File: src/rtl/sipo_deserializer.sv
// ============================================================================
//  Module   : sipo_deserializer
//  Brief    : Serial-in/parallel-out deserializer with a one-entry
//             valid/ready holding register and sticky overrun flag.
//  Revision : 1.0
// ============================================================================
`default_nettype none

module sipo_deserializer #(
    parameter int WIDTH     = 8,
    parameter bit MSB_FIRST = 1'b1
) (
    input  logic                     clk,
    input  logic                     rstn,
    input  logic                     sin,
    input  logic                     sin_valid,
    input  logic                     sclr,
    output logic [WIDTH-1:0]         out_data,
    output logic                     out_valid,
    input  logic                     out_ready,
    output logic [$clog2(WIDTH)-1:0] bit_cnt,
    output logic                     overrun,
    input  logic                     clr_ovr
);

    localparam int CW = $clog2(WIDTH);

    localparam logic [0:0] S_EMPTY = 1'b0;
    localparam logic [0:0] S_FULL  = 1'b1;

    logic [0:0]       state_q, state_d;
    logic [WIDTH-1:0] sh_q, sh_d, sh_shift;
    logic [CW-1:0]    cnt_q, cnt_d;
    logic [WIDTH-1:0] data_q, data_d;
    logic             ovr_q, ovr_d;

    logic accept, last_bit, word_done, drain, load_word, drop_word;

    generate
        if (MSB_FIRST) begin : g_msb_first
            assign sh_shift = {sh_q[WIDTH-2:0], sin};
        end else begin : g_lsb_first
            assign sh_shift = {sin, sh_q[WIDTH-1:1]};
        end
    endgenerate

    assign accept    = sin_valid & ~sclr;
    assign last_bit  = (cnt_q == CW'(WIDTH - 1));
    assign word_done = accept & last_bit;
    assign drain     = (state_q == S_FULL) & out_ready;

    // Holding-register state
    always_ff @(posedge clk) begin
        if (!rstn) begin
            state_q <= S_EMPTY;
        end else begin
            state_q <= state_d;
        end
    end

    always_comb begin
        state_d = state_q;
        case (state_q)
            S_EMPTY: if (word_done) state_d = S_FULL;
            S_FULL:  if (drain && !word_done) state_d = S_EMPTY;
            default: state_d = S_EMPTY;
        endcase
    end

    always_comb begin
        load_word = 1'b0;
        drop_word = 1'b0;
        case (state_q)
            S_EMPTY: load_word = word_done;
            S_FULL: begin
                load_word = word_done & drain;
                drop_word = word_done & ~drain;
            end
            default: ;
        endcase
    end

    // Shift/count datapath; sclr outranks an incoming bit
    always_comb begin
        sh_d  = sh_q;
        cnt_d = cnt_q;
        if (sclr) begin
            sh_d  = '0;
            cnt_d = '0;
        end else if (accept) begin
            sh_d  = sh_shift;
            cnt_d = last_bit ? '0 : cnt_q + CW'(1);
        end
    end

    // A fresh drop wins over a simultaneous clear request
    always_comb begin
        data_d = load_word ? sh_shift : data_q;
        ovr_d  = drop_word ? 1'b1 : (clr_ovr ? 1'b0 : ovr_q);
    end

    always_ff @(posedge clk) begin
        if (!rstn) begin
            sh_q   <= '0;
            cnt_q  <= '0;
            data_q <= '0;
            ovr_q  <= 1'b0;
        end else begin
            sh_q   <= sh_d;
            cnt_q  <= cnt_d;
            data_q <= data_d;
            ovr_q  <= ovr_d;
        end
    end

    assign out_data  = data_q;
    assign out_valid = (state_q == S_FULL);
    assign bit_cnt   = cnt_q;
    assign overrun   = ovr_q;

endmodule

`default_nettype wire

File: config.mk
export PLATFORM = sky130hd
export DESIGN_NAME = sipo_deserializer
export DESIGN_NICKNAME = d
export VERILOG_FILES = /design/src/rtl/sipo_deserializer.sv
export SDC_FILE = /design/constraint.sdc
export NUM_CORES = 1
export LEC_CHECK = 0
export ABC_AREA = 1
export BUFFER_PORTS_ARGS = -buffer_cell sky130_fd_sc_hd__buf_2
export CAP_MARGIN = 20
export CORE_MARGIN = 2
export CORE_UTILIZATION = 50
export CTS_CLUSTER_SIZE = 25
export DETAILED_ROUTE_END_ITERATION = 8
export PLACE_DENSITY = 0.81
export SYNTH_ARGS = -nofsm -noshare
export SYNTH_HDL_FRONTEND = slang
export SYNTH_SLANG_ARGS = --single-unit
File: constraint.sdc
create_clock -name clk -period 1.55 [get_ports clk]
set_input_delay 0.0775 -clock clk [delete_from_list [all_inputs] [get_ports clk]]
set_output_delay 0.0775 -clock clk [all_outputs]
set_load 0.05 [all_outputs]
# == After elaboration in Yosys (flattened, before gate mapping) ==
# Index checks and enable logic that the tools add are counted.
# word_totals
regBits,20
input_bits,7
out_inout_bits,13
# op_classes
n_addsub,1
eq_ne,1
mux,8
bitwise_logic,9
n_reduce_logical,4
# op_table
cell,count
bitwise AND 1 bit,5
two-way mux 1 bit,5
inverter 1 bit,4
case mux 1 bit (2 select lines),2
"adder 3 x 1 -> 3 bit, second input constant",1
"equality test 3 bit, second input constant",1
two-way mux 3 bit,1
nonzero test 2 bit,1
OR reduction 2 bit,1
logical AND 1 bit,1
logical NOT 1 bit,1

# == Longest topological paths before layout ==
# Gate-level depths: netlist (run 1).
# logic_depth
word_depth,7
mapped_depth,7
depth_no_buf,6

# == Worst setup path after synthesis (run 1) ==
# OpenSTA, ideal clock, no wires.
# synth_timing
kind,register -> register
from,"reg cnt_q[0], in the netlist bit_cnt[0]"
to,"reg data_q[0], in the netlist out_data[0]"
arrival_ns,1.643
required_ns,1.486
setup_slack_ns,-0.157
stages_incl_launch_ff,8
n_path_buf,1
period_less_slack_ns,1.707
path_cell_list,dfxtp_1 > ha_1 > ha_1 > buf_4 > nand3_1 > nor2_4 > nor2_1 > nor2_1
# synth_between
elab_chain_cells,4
# synth_rtl
item,line_no,text
"start, declared",33,"logic [CW-1:0] cnt_q, cnt_d;"
"start signal, assigned",110,cnt_q <= cnt_d;
equality test 3 bit (*),48,assign last_bit = (cnt_q == CW'(WIDTH - 1));
bitwise AND 1 bit (*),49,assign word_done = accept & last_bit;
bitwise AND 1 bit,76,load_word = word_done & drain;
case mux 1 bit (2 select lines) (*),73,case (state_q)
"end signal, assigned",111,data_q <= data_d;
"end, declared",34,"logic [WIDTH-1:0] data_q, data_d;"
# Every way passes the cells marked *; elsewhere a longest branch is shown, timed or not.
# A chain may end at the register's enable or synchronous reset.

# == Worst setup path after layout (run 1) ==
# layout_timing
from,"reg cnt_q[0], in the netlist bit_cnt[0]"
to,"reg data_q[1], in the netlist out_data[1]"
# The elaborated chain is that of the path after synthesis.

==> results of run 1 <==
## layout make-up
type	instances	area share [%]
clock buffers	3	2.36
multi-input cells	69	37.0
flip-flops and latches	20	42.3
well taps	16	2.10
inverters	14	5.51
repair buffers	20	10.8
## flip-flops by register name (all words and copies together) (netlist names)
signal	cells
bit_cnt	3
out_data	8
out_valid	1
overrun	1
sh_q	7
## cell families after synthesis
kind of cell / count (synthesis)
compound gates: 18
flops: 20
simple gates: 49
buf+inv: 18
fa+ha+maj: 2
## worst max path at each step
stage / startpoint / to / depth (start not counted)
3_5_place_dp: bit_cnt[0] / out_data[1] / 6
6_report: bit_cnt[0] / out_data[1] / 6
3_3_place_gp: bit_cnt[0] / out_data[0] / 6
4_1_cts: bit_cnt[0] / out_data[1] / 6
2_1_floorplan: bit_cnt[2] / out_data[0] / 6
5_1_grt: bit_cnt[0] / out_data[1] / 6
## critical path, delay by kind of cell (launching register included)
family | cells | cell delay (ps)
simple gates | 4 | 530
flops | 1 | 370
fa+ha+maj | 2 | 310
## layout by cell type (no fill, tap or decap), drive strengths merged
master	n
o21ai	10
nand4	8
clkbuf	3
nor2	30
dfxtp	20
a21oi	8
nand2	10
ha	2
buf	20
nand3	1
inv	14
## stage by stage
step | power [uW] | util [%] | hold slack [ps]
floorplan | 589 | - | 224
global placement | 605 | 60.4 | 332
detailed placement | 608 | 60.4 | 348
CTS | 834 | 61.9 | 32.2
global route | 860 | 61.9 | 50.7
finish | 830 | 61.9 | 34.4
## power breakdown
part,internal (uW),switching [uW]
Clock,90.2,144
Combinational,20.5,46.2
Sequential,524,5.49
## routing by layer
layer  GRT usage (%)  vias to the layer above
li1                -                      380
met2            29.1                       11
met4            8.82                        0
met5               0                        -
met1            22.5                      324
met3            2.40                        2
==> flow_summary_export.csv, run 1 <==
group,metric,value,unit
route,drcViolationCount,0,
logic_synthesis,ys_seq_elements,20,
clock_tree,clock-root-buffer,"clkbuf_4",
placement,placed_area,931,um2
finish,final_nets,137,
critical_path,cp_cell_sequence,"ha_1, ha_1, nand3_1, nor2_4, nor2_1, nor2_1",
die,fp.dieH,45.1,um
critical_path,critical_path_arrival,1500,ps
timing,relSlewSlack,73.3,%
timing,setup_viol,0,
clock_tree,cts_tree,"yes",
clock_tree,worstSkewPairLatency,290,ps
critical_path,r2r-end,"out_data[1]",
finish,diodes,0,
finish,fin_area,953,um2
die,pin_count,20,
finish,syn_to_final_growth,13.1,%
logic_synthesis,synth_fa_ha_area_share,2.97,%
logic_synthesis,ys_seq_area_share,47.5,%
timing,rsz0062_at_grt,"false",
global_routing,overflow,0,
critical_path,crit_fanout,8,
power_and_ir_drop,powerDensity,870,mW/mm2
worst_hold_path,min_from,"sin",
critical_path,slowest_stage,"dfxtp_2",
critical_path,timing.rr.start,"bit_cnt[0]",
global_routing,grt_pass1_wl,2660,um
clock_tree,cts.htree.levels,1,
die,initial_core_util,54.7,%
logic_synthesis,yosys.area.top_type_share,47.5,%
route,avgViaCountPerCell,5.05,
flow_run,drv_cap,0,
placement,pre_cts_ws,291,ps
placement,io_buffer_count,19,
critical_path,cp.required,1780,ps
logic_synthesis,synthMuxAreaShare,0,%
die,coreArea,0.00154,mm2
critical_path,worst_setup_path_start_kind,"flip-flop",
logic_synthesis,synth_area_per_cell,7.88,um2
timing,post-route-period-util,81.9,%
logic_synthesis,async_flop_share,0,%
critical_path,regToRegSetupSlack,280,ps
clock_tree,holdBufCountCts,0,
logic_synthesis,synth.most_common_cell,"nor2_1",
timing,finalClockSkew,2.83,ps
placement,hpwl,1160,um
route,routed.top_layer,"met4",
global_routing,antenna_found_initial,0,
worst_hold_path,worstHoldPathCells,3,
die,row_count,14,
global_routing,grt_max_degree,18,
logic_synthesis,synth_top_family_by_area,"simple AND/OR/NAND/NOR gates",
clock_tree,cts_resized,0,
timing,drv_slew,0,
finish,multi_input_area,353,um2
logic_synthesis,syn_area,843,um2
critical_path,crit_type,"reg2reg",
timing,setup_tns,0,ps
power_and_ir_drop,power.leakage,0.000448,uW
finish,stdcell_count,142,
placement,gp_congestion,0.777,
route,routedWlPerCell,10.8,um
logic_synthesis,synth_warnings,0,
finish,drive_gt1_share,24.6,%
route,met3_wirelength,47,um
route,drtPass1Iterations,4,
logic_synthesis,synth_cell_types,15,
outcome,status,"finished clean",
route,ant_nets,0,
route,vias,717,
global_routing,grt_pass1_vias,641,
clock_tree,cts.sinks,20,
worst_hold_path,min-delay-path-class,"in2reg",
critical_path,cpPeakStageDelay,370,ps
logic_synthesis,syn_nets,116,
logic_synthesis,synth_area_leader_cell,"dfxtp_1",
logic_synthesis,synth_simple_gate_area_share,27.7,%
logic_synthesis,ys_top_cells_by_count,"nor2_1, dfxtp_1, inv_1",
clock_tree,post_cts_buffers,0,
clock_tree,clk_pin_slew,100,ps
timing,fmax,788,MHz
finish,ff_latch_area,403,um2
logic_synthesis,synth_xor_area_share,0,%
route,dr_wl_met2,763,um
route,routed_wl,1530,um
die,die_w,45.1,um
logic_synthesis,synth-edff-count,0,
logic_synthesis,synthFlopType,"dfxtp_1",
timing,tightest_slew,400,ps
die,dieArea,0.00203,mm2
timing,setup_ws,281,ps
clock_tree,cts_made_buffers,3,
route,drt-initial-drc-count,7,
finish,num-fill-cells,148,
worst_hold_path,hold_end,"sh_q[0]",
logic_synthesis,syn_inst,107,
power_and_ir_drop,vdd_drop_max,0.622,mV
critical_path,r2r_cells,6,
global_routing,track_usage,17.7,%
timing,hold_viol_final,0,
clock_tree,clockBufferDepth,2,
logic_synthesis,post_synth_main_area_contributors,"dfxtp_1, nor2_1, inv_1",
timing,min_period,1270,ps
logic_synthesis,synth_compound_area_share,11.1,%
critical_path,cp-end-kind,"flip-flop",
placement,placed_cells,139,
route,wl_met1,714,um
Note: power is estimated with default switching activity, not from simulation.
==> run 2, diff against run 1 <==
clock period = 1.2 ns   (was 1.55 ns; I/O delays follow)
==> flow_summary_export.csv, run 2 (synthesized netlist as in run 1, its figures left out) <==
group,metric,value,unit
global_routing,track_usage,19.7,%
critical_path,cp-end-kind,"flip-flop",
die,coreArea,0.00154,mm2
worst_hold_path,worstHoldPathCells,3,
timing,relSlewSlack,76.1,%
clock_tree,clk_pin_slew,110,ps
critical_path,cp_cell_sequence,"ha_4, ha_4, nand3_4, nor2_4, nor2_1, nor2_1",
clock_tree,worstSkewPairLatency,300,ps
route,drtPass1Iterations,4,
power_and_ir_drop,clkPwrFrac,29.1,%
worst_hold_path,hold_end,"sh_q[0]",
critical_path,critical_path_arrival,1430,ps
global_routing,grt_busiest_layer,"met2",
route,routed_wl,1730,um
finish,stdcell_count,147,
clock_tree,cts_made_buffers,3,
global_routing,grt_max_degree,15,
global_routing,grt_pass1_wl,2900,um
critical_path,timing.rr.start,"bit_cnt[0]",
power_and_ir_drop,power_frac_seq,62.2,%
finish,most-common-layout-cells,"nor2_1, buf_2, dfxtp_1, inv_1, nand2_1",
timing,hold_viol_final,0,
die,fp.dieH,45.1,um
clock_tree,cts_tree,"yes",
worst_hold_path,min_from,"sin",
placement,hpwl,1260,um
timing,min_period,1190,ps
global_routing,antenna_found_initial,0,
route,vias,770,
critical_path,critPathTopFamily,"simple AND/OR/NAND/NOR gates",
timing,drv_slew,0,
die,row_count,14,
critical_path,slowest_stage,"dfxtp_4",
timing,fmax,842,MHz
die,pin_count,20,
clock_tree,clockBufferDepth,2,
critical_path,cpPeakStageDelay,390,ps
route,routedWlPerCell,11.8,um
global_routing,grt_pass1_vias,708,
finish,diodes,0,
critical_path,regToRegSetupSlack,10,ps
finish,largest_register_ffs,8,
power_and_ir_drop,power.leakage,0.000472,uW
worst_hold_path,min-delay-path-class,"in2reg",
placement,gp_congestion,0.778,
clock_tree,holdBufCountCts,0,
global_routing,use_met1,23.3,%
timing,setup_ws,12.5,ps
finish,final_nets,141,
critical_path,crit_type,"reg2reg",
finish,drive_gt1_share,29.8,%
route,drcViolationCount,0,
global_routing,grtUsageMet2,34.0,%
power_and_ir_drop,p_total,1100,uW
power_and_ir_drop,combPwrFrac,8.7,%
critical_path,worst_setup_path_start_kind,"flip-flop",
critical_path,cp.required,1450,ps
critical_path,crit_fanout,8,
power_and_ir_drop,switching_share,24.7,%
global_routing,overflow,0,
finish,mostFrequentLayoutCell,"nor2_1",
route,ant_nets,0,
outcome,status,"finished clean",
clock_tree,cts.htree.levels,1,
die,initial_core_util,54.7,%
global_routing,grtUsageMet3,6.00,%
power_and_ir_drop,vdd_drop_max,0.789,mV
clock_tree,cts.sinks,20,
clock_tree,clock-root-buffer,"clkbuf_4",
timing,setup_tns,0,ps
power_and_ir_drop,p_sw,271,uW
critical_path,r2r-end,"out_data[3]",
power_and_ir_drop,powerDensity,1060,mW/mm2
route,avgViaCountPerCell,5.24,
timing,tightest_slew,357,ps
critical_path,r2r_cells,6,
timing,setup_viol,0,
critical_path,critPathBufInv,0,
timing,post-route-period-util,99.0,%
route,drt-initial-drc-count,16,
placement,placed_cells,141,
finish,syn_to_final_growth,22.3,%
power_and_ir_drop,p_int,826,uW
flow_run,drv_cap,0,
die,dieArea,0.00203,mm2
placement,pre_cts_ws,0.654,ps
timing,finalClockSkew,7.19,ps
die,die_w,45.1,um
finish,utilization,66.9,%
placement,io_buffer_count,19,
timing,rsz0062_at_grt,"true",
run 2: cell count changes in the layout (fill, tap and decap cells not counted), moves of 2 or more:
cell / before / now
dfxtp_4: 0 / 2
ha_1: 2 / 0
ha_4: 0 / 2
buf_4: 1 / 5
run 2: layout make-up:
type,instances,area (um2)
clock buffer,3,22.5
fill,139,510
tap,16,20.0
inverter,14,52.6
multi-input combinational,69,390
timing repair buffer,24,133
sequential,20,409
clock inverter,1,3.75
run 2: how the worst max path moves through the flow:
stage / startpoint / to / slack, ps / cells past startpoint
after global routing: bit_cnt[0] / out_data[6] / -80 / 6
after global placement: bit_cnt[0] / out_data[0] / 50 / 6
final: bit_cnt[0] / out_data[3] / 10 / 6
after floorplan: bit_cnt[0] / out_data[0] / -100 / 7
after CTS: bit_cnt[0] / out_data[3] / 20 / 6
after detailed placement: bit_cnt[0] / out_data[3] / 0.7 / 6
run 2: metrics by stage:
step	cell area, um2	hold slack, ps
6_report	1030	20.0
5_1_grt	1030	34.4
4_1_cts	1030	18.2
3_5_place_dp	990	338
3_3_place_gp	990	327
2_1_floorplan	893	204
run 2: what timing repair did:
| item | 4_1_cts | 5_1_grt |
|---|---|---|
| cloned | 0 | 0 |
| setup endpoints to repair | 8 | 8 |
| gates resized for setup | 0 | 0 |
| pin swaps | 1 | 0 |
| setup buffers | 2 | 0 |
run 2: per-layer routing:
layer  vias up  wire length [um]
li1        392                 -
met1       356               755
met2        20               853
met3         2               112
met4         0                13
met5         -                 0
run 2: worst reg2reg max path, stage by stage, from the launching register on:
cell     delay, ps
dfxtp_4        390
ha_4           130
ha_4           170
nand3_4        100
nor2_4         190
nor2_1          60
nor2_1          90
run 2: power groups by stage:
stage	clock (uW)	sequential, uW	combinational (uW)
floorplan	0	705	55.7
global placement	0	696	92.1
detailed placement	0	697	94.7
CTS	327	682	95.0
global route	353	683	106
finish	319	682	95.3
